`src/rtl/paint_brush_ctrl.sv`:
```
// Brush and cursor controller: moves a cursor on the cell canvas from joystick ticks
// and stamps a square brush into the framebuffer as a stream of single-cell writes.
module paint_brush_ctrl #(
    parameter int TICK_DIV = 1_000_000,
    parameter int CENTER   = 512,
    parameter int DEAD     = 64,
    parameter int COLS     = 160,
    parameter int ROWS     = 120
) (
    input  logic        clk,
    input  logic        clr,
    input  logic [9:0]  x_pos,
    input  logic [9:0]  y_pos,
    input  logic        tool_on,
    input  logic        tool_sel,
    input  logic        size_sel,
    input  logic        fb_ready,
    output logic        fb_we,
    output logic [14:0] fb_addr,
    output logic        fb_data,
    output logic [7:0]  cur_x,
    output logic [6:0]  cur_y,
    output logic        tool,
    output logic [3:0]  size,
    output logic        busy
);

    localparam int            CW      = (TICK_DIV > 1) ? $clog2(TICK_DIV) : 1;
    localparam logic [CW-1:0] CNT_MAX = CW'(TICK_DIV - 1);
    localparam logic [9:0]    HI      = 10'(CENTER + DEAD);
    localparam logic [9:0]    LO      = 10'(CENTER - DEAD);
    localparam logic [7:0]    X_MAX   = 8'(COLS - 1);
    localparam logic [6:0]    Y_MAX   = 7'(ROWS - 1);
    localparam logic [7:0]    X_HOME  = 8'(COLS / 2);
    localparam logic [6:0]    Y_HOME  = 7'(ROWS / 2);

    typedef enum logic {
        IDLE  = 1'b0,
        STAMP = 1'b1
    } state_t;

    state_t state, state_next;

    logic [CW-1:0] cnt;
    logic          tick;

    logic          tool_q, size_q;
    logic          tool_rise, size_rise;

    logic [7:0]    nx;
    logic [6:0]    ny;

    logic [7:0]    ox;
    logic [6:0]    oy;
    logic [3:0]    s;
    logic          wdata;
    logic [3:0]    i, j;

    logic [8:0]    cell_x, cell_y;
    logic          in_bounds;
    logic [14:0]   cell_addr;
    logic          last_i, last_j;

    logic          move, start, advance;

    // Free-running movement tick, independent of the FSM state.
    always_ff @(posedge clk) begin
        if (!clr) begin
            cnt <= '0;
        end else if (cnt == CNT_MAX) begin
            cnt <= '0;
        end else begin
            cnt <= cnt + CW'(1);
        end
    end

    assign tick = (cnt == CNT_MAX);

    assign tool_rise = tool_sel & ~tool_q;
    assign size_rise = size_sel & ~size_q;

    // Saturating next cursor; stick up (high Y) moves the cursor toward row 0.
    always_comb begin
        nx = cur_x;
        ny = cur_y;
        if (x_pos > HI && cur_x != X_MAX) begin
            nx = cur_x + 8'd1;
        end else if (x_pos < LO && cur_x != 8'd0) begin
            nx = cur_x - 8'd1;
        end
        if (y_pos > HI && cur_y != 7'd0) begin
            ny = cur_y - 7'd1;
        end else if (y_pos < LO && cur_y != Y_MAX) begin
            ny = cur_y + 7'd1;
        end
    end

    // Offsets are widened before the bound compare so ox+i never wraps.
    assign cell_x    = {1'b0, ox} + {5'b0, i};
    assign cell_y    = {2'b0, oy} + {5'b0, j};
    assign in_bounds = (cell_x < 9'(COLS)) && (cell_y < 9'(ROWS));
    assign cell_addr = 15'(cell_y) * 15'(COLS) + 15'(cell_x);
    assign last_i    = (i == s - 4'd1);
    assign last_j    = (j == s - 4'd1);

    always_ff @(posedge clk) begin
        if (!clr) begin
            state <= IDLE;
        end else begin
            state <= state_next;
        end
    end

    always_comb begin
        state_next = state;
        move       = 1'b0;
        start      = 1'b0;
        advance    = 1'b0;
        case (state)
            IDLE: begin
                if (tick) begin
                    move = 1'b1;
                    if (tool_on) begin
                        start      = 1'b1;
                        state_next = STAMP;
                    end
                end
            end
            STAMP: begin
                // Clipped cells cost one cycle; in-bounds cells wait for the handshake.
                advance = ~in_bounds | fb_ready;
                if (advance && last_i && last_j) begin
                    state_next = IDLE;
                end
            end
            default: state_next = IDLE;
        endcase
    end

    always_ff @(posedge clk) begin
        if (!clr) begin
            tool_q <= 1'b0;
            size_q <= 1'b0;
            tool   <= 1'b0;
            size   <= 4'd1;
            cur_x  <= X_HOME;
            cur_y  <= Y_HOME;
            ox     <= '0;
            oy     <= '0;
            s      <= 4'd1;
            wdata  <= 1'b0;
            i      <= '0;
            j      <= '0;
        end else begin
            tool_q <= tool_sel;
            size_q <= size_sel;
            if (tool_rise) begin
                tool <= ~tool;
            end
            if (size_rise) begin
                size <= (size == 4'd8) ? 4'd1 : {size[2:0], 1'b0};
            end
            if (move) begin
                cur_x <= nx;
                cur_y <= ny;
            end
            // Brush parameters are frozen here so mid-stamp control changes wait for the next stamp.
            if (start) begin
                ox    <= nx;
                oy    <= ny;
                s     <= size;
                wdata <= ~tool;
                i     <= '0;
                j     <= '0;
            end else if (advance) begin
                if (last_i) begin
                    i <= '0;
                    j <= j + 4'd1;
                end else begin
                    i <= i + 4'd1;
                end
            end
        end
    end

    assign busy    = (state == STAMP);
    assign fb_we   = busy & in_bounds;
    assign fb_addr = fb_we ? cell_addr : 15'd0;
    assign fb_data = fb_we & wdata;

endmodule
```
`config.mk`:
```
export PLATFORM = sky130hd
export DESIGN_NAME = paint_brush_ctrl
export DESIGN_NICKNAME = d
export VERILOG_FILES = /design/src/rtl/paint_brush_ctrl.sv
export SDC_FILE = /design/constraint.sdc
export NUM_CORES = 1
export LEC_CHECK = 0
export CORE_ASPECT_RATIO = 1.75
export CORE_MARGIN = 5
export CORE_UTILIZATION = 43
export DETAILED_ROUTE_END_ITERATION = 12
export GPL_TIMING_DRIVEN = 1
export PLACE_DENSITY = 0.71
export SLEW_MARGIN = 5
export SYNTH_ARGS = -nofsm -noshare
export SYNTH_HDL_FRONTEND = slang
export SYNTH_SLANG_ARGS = --single-unit
```
`constraint.sdc`:
```
create_clock -name clk -period 5.9 [get_ports clk]
set_clock_uncertainty 0.05 [all_clocks]
set_input_delay 0.885 -clock clk [delete_from_list [all_inputs] [get_ports clk]]
set_output_delay 0.885 -clock clk [all_outputs]
set_load 0.02 [all_outputs]
```
### After elaboration in Yosys (flattened, before gate mapping)

Cells that the tools add are included.

| operators by class | value |
|---|---|
| add/subtract/negate cells | 11 |
| $mul | 1 |
| div/mod/pow operators | 0 |
| magnitude comparators | 6 |
| equality and inequality tests | 6 |
| shifts and indexed selects | 0 |
| muxes and demuxes | 15 |
| bitwise logic cells | 11 |
| reduce and logical (&&, ||, !) cells | 12 |

Operators with widths:

| operator | count |
|---|---|
| 20-bit by 1-bit adder with 20-bit output (second input constant) | 1 |
| 20-bit equality test (second input constant) | 1 |
| 10-bit greater-than comparator (second input constant) | 2 |
| 10-bit by 9-bit < comparator with 1-bit output (second input constant) | 2 |
| 8-bit 2-to-1 mux | 2 |
| 15-bit by 9-bit adder with 15-bit output | 1 |
| 15-bit 2-to-1 mux | 1 |
| 7-bit 2-to-1 mux | 2 |
| 8-bit by 3-bit multiplier with 10-bit output (second input constant) | 1 |
| 8-bit by 4-bit adder with 9-bit output | 1 |
| 9-bit by 8-bit < comparator with 1-bit output (second input constant) | 1 |
| 4-bit by 1-bit adder with 4-bit output (second input constant) | 2 |
| 7-bit by 4-bit adder with 8-bit output | 1 |
| 8-bit by 1-bit adder with 8-bit output (second input constant) | 1 |
| 4-bit equality test | 2 |
| 8-bit by 7-bit < comparator with 1-bit output (second input constant) | 1 |
| 4-bit 2-to-1 mux | 2 |
| 8-bit inequality test (second input constant) | 1 |
| 8-bit nonzero test | 1 |
| 8-bit by 1-bit subtractor with 8-bit output (second input constant) | 1 |
| 7-bit by 1-bit adder with 7-bit output (second input constant) | 1 |
| 1-bit logical AND | 7 |
| 1-bit 2-to-1 mux | 7 |
| 7-bit inequality test (second input constant) | 1 |
| other kinds (10) | 19 |

| storage, ports and cells | value |
|---|---|
| bits in registers | 71 |
| latch bits | 0 |
| RAM bits | 0 |
| bits in read-only memories | 0 |
| bits of input ports | 26 |
| memories | 0 |

### Depth between registers and ports, before layout

| depth | value |
|---|---|
| depth in word-level cells | 9 |
| depth in mapped cells | 15 |

### Worst setup path before layout

Ideal clock, no wire load.

| timing path | value |
|---|---|
| path type | flip-flop to output port |
| start | register j[0] |
| end | output fb_addr[14] |
| data arrival time | 3.710 ns |
| data required time | 4.965 ns |
| path slack | 1.255 ns |
| cell stages (with the launch flop) | 15 |
| path buffers | 0 |
| cells stage by stage | dfxtp_1 -> ha_1 -> fa_1 -> a211oi_2 -> o21bai_1 -> nor2b_1 -> and2_1 -> or2_2 -> fa_1 -> nand2b_1 -> a21boi_0 -> o21ai_0 -> and2_1 -> a311o_1 -> a21oi_1 |

| on the way | value |
|---|---|
| word-level cells in the longest chain between the ends | 5 |
| elaborated cells between the ends (all ways) | 7 |
| those cells by class | 2 x add/sub; 1 x mul; 1 x order compare; 1 x mux; 1 x bitwise; 1 x reduce/logical |

RTL lines:

| what | line | source |
|---|---|---|
| start, declared | 57 | `logic [3:0] i, j;` |
| start signal, assigned | 178 | `j <= j + 4'd1;` |
| 7-bit by 4-bit adder with 8-bit output * | 100 | `assign cell_y = {2'b0, oy} + {5'b0, j};` |
| branches (longest 3 deep; another with 15-bit by 9-bit adder with 15-bit output) | n/a |  |
| 15-bit 2-to-1 mux * | 188 | `assign fb_addr = fb_we ? cell_addr : 15'd0;` |
| end, declared | 19 | `output logic [14:0] fb_addr,` |

Every way passes the cells marked *.

### Worst setup path in the final report

| timing path | value |
|---|---|
| start | register j[0] |
| end | output fb_addr[13] |

The elaborated chain is that of the path after synthesis.

==> impl_metrics.ini <==
[clock_network]
insertion_delay_ps = 330
cts_max_level = 3
cts_tree = yes
cts_root_buf = clkbuf_16
clock_sinks = 71
clockBufferDepth = 2
cts_resized = 0
hold_buffers = 0
numCtsBuffers = 9
cts.clk_slew.worst_paths_ps = 60
cts_setup_buffers = 0

[global_route]
track_usage_pct = 17.14
grt_pass1_wl_mm = 19.22
grt.overflow.total = 0
grt_pass1_vias = 4259
antenna_found_initial = 0
grt_max_degree = 32

[yosys]
synth_top_cell_by_area = dfxtp_1
ys_seq_area_share_pct = 29.66
synthesis.area_mm2 = 0.004792
netlist_instances = 568
synth_top_area_share_pct = 29.66
synth_cell_types = 74
synth.avg_cell_area_um2 = 8.437
synth_area_leaders = dfxtp_1, ha_1, xor2_1
ys_seq_elements = 71
ys_async_sr_fraction_pct = 0
ys_dominant_reg_cell = dfxtp_1
yosys_warnings = 0
synth-edff-count = 0
synth.net_count = 630

[power]
power_mw = 1.098
power_density_mw_per_mm2 = 188.2
ir_drop_v = 0.0001786
leakage_nw = 2.292

[finish]
layout-drive-gt1-share_pct = 6.984
n_antenna_cell = 0
fill_cells = 1063
area_growth_pct = 21.75
nets = 687
final_common_cell = dfxtp_1
layout_common_cells = dfxtp_1, clkdlybuf4s50_1, nor2_1

[timing]
fmax_mhz = 182.1
relSlewSlack_pct = 36.87
fin_tns_setup_ps = 0
drv_slew = 0
post-route-min-period_ps = 5492
min_period_over_period_pct = 93.09
setup-violations-final = 0
worst_slew_pin_slew_ps = 939.8
final-hold-violation-count = 0
rsz0062_at_grt = false

[setup_path]
worstPathArrival_ps = 4560
crit_required_ps = 4970
worstPathCellList = ha_1, fa_1, a211oi_2, o21bai_1, nor2b_1, and2_1, or2_2, fa_1, xnor2_1, nor3b_1, nand4_1, xor2_1, nor2_1, clkdlybuf4s50_1
worst_setup_path_start_kind = flop
crit_top_cell = fa_1
crit_path_end_kind = output pin
slowest_delay_ps = 620
cp_slowest_cell = clkdlybuf4s50_1
crit_type = flop to output pin
path_max_fanout = 6

[drt]
firstDrtPassIters = 4
drt_wl_total_mm = 11.40
vias = 4234
viasPerCell = 5.556
drc = 0
postRouteAntennaNets = 0
wire_per_inst_um = 14.96
drtIter0Drc = 111

[die]
dieArea_mm2 = 0.01344
fp.dieH_um = 149.7
pin_count = 64
start_util_pct = 43.41
core_mm2 = 0.01104
die_w_um = 89.80
rows = 51

[placement]
hpwlAfterDp_mm = 9.102
globalplace.congestion = 0.8916
portBuffers = 63

[flow_run]
maxCapViolCount = 0

[min_path]
hold_path.class = flop to flop

[status]
outcome = finished, final reports clean
-- critical path, delay by kind of cell, from the launching register on --
family / cells / cell delay (ps)
and+or+nand+nor: 6 / 1280
adders and majority gates: 3 / 1130
buffers and inverters: 1 / 620
xor gates and xnor gates: 2 / 430
AOI/OAI and AO/OA: 2 / 420
DFF: 1 / 360
-- report_power, final --
group,internal (mW),switching (mW)
Sequential,0.484,0.00483
Clock,0.333,0.212
Combinational,0.0316,0.0327
-- area by class of cell --
type	count	area (µm²)	area share (%)
Sequential cell	71	1421	24.36
Timing Repair Buffer	66	655.6	11.24
Multi-Input combinational cell	445	3167	54.28
Clock buffer	9	225.2	3.860
Inverter	32	120.1	2.059
Clock inverter	7	80.08	1.373
Tap cell	132	165.2	2.831
-- cells by family (layout without fill, tap and decap cells) --
family	count (synthesis)	count (layout)	share of synthesized area, %
XOR/XNOR	62	62	11.62
flip-flops	71	71	29.66
buffers and inverters	52	114	4.256
multiplexers	10	10	2.115
AO/OA/AOI/OAI	130	130	19.58
AND/OR/NAND/NOR	207	207	22.74
adder cells (fa/ha/maj)	36	36	10.03
-- final timing paths --
path	end	startpoint	depth (start not counted)	slack, ps
hold reg to reg	cnt[0]	cnt[0]	1	410
hold / removal	cnt[0]	cnt[0]	1	410
setup reg to reg	i[1]	j[0]	8	3140
setup / recovery	fb_addr[13]	j[0]	14	410
-- sequential cells by signal, indices dropped and copies added (netlist names) --
register  cells
j             4
cnt          20
size          4
tool          1
wdata         1
ox            8
size_q        1
cur_x         8
tool_q        1
busy          1
cur_y         7
oy            7
i             4
s             4
-- per-layer routing --
metal / vias up / global-route usage [%] / routed length [µm]
li1: 2135 / - / -
met1: 1981 / 17.09 / 4334
met2: 89 / 32.81 / 6160
met3: 29 / 3.521 / 455
met4: 0 / 8.850 / 451
met5: - / 0 / 0
-- cells in the mapped netlist (all sizes together), types with 4 or more instances --
cell type and number:
dfxtp 71, nor2 58, nand2 51, ha 32, inv 32, o21ai 31, xor2 31, a21oi 30
xnor2 30, clkbuf 14, nand3 14, nand2b 10, mux2i 9, a21o 8, and3 8, nand4 8
nor3 8, a211oi 7, and4 7, nor2b 7, or3 7, buf 6, a22o 5, a31oi 5
and2 5, o22ai 5, o31ai 5, or4 5, fa 4, nor4 4, o211ai 4
-- stage by stage --
stage / setup slack (ps) / instance area, µm² / std cells / util [%] / hold WS, ps
CTS: 225.0 / 5832 / 762 / 52.83 / 419.7
global placement: 696.6 / 5527 / 746 / 50.06 / 394.9
global route: 198.8 / 5834 / 762 / 52.85 / 433.5
detailed placement: 588.2 / 5527 / 746 / 50.06 / 407.8
floorplan: 1255 / 4792 / 568 / - / 375.8
finish: 407.6 / 5834 / 762 / 52.85 / 412.2
(Power assumes the default switching activity.)
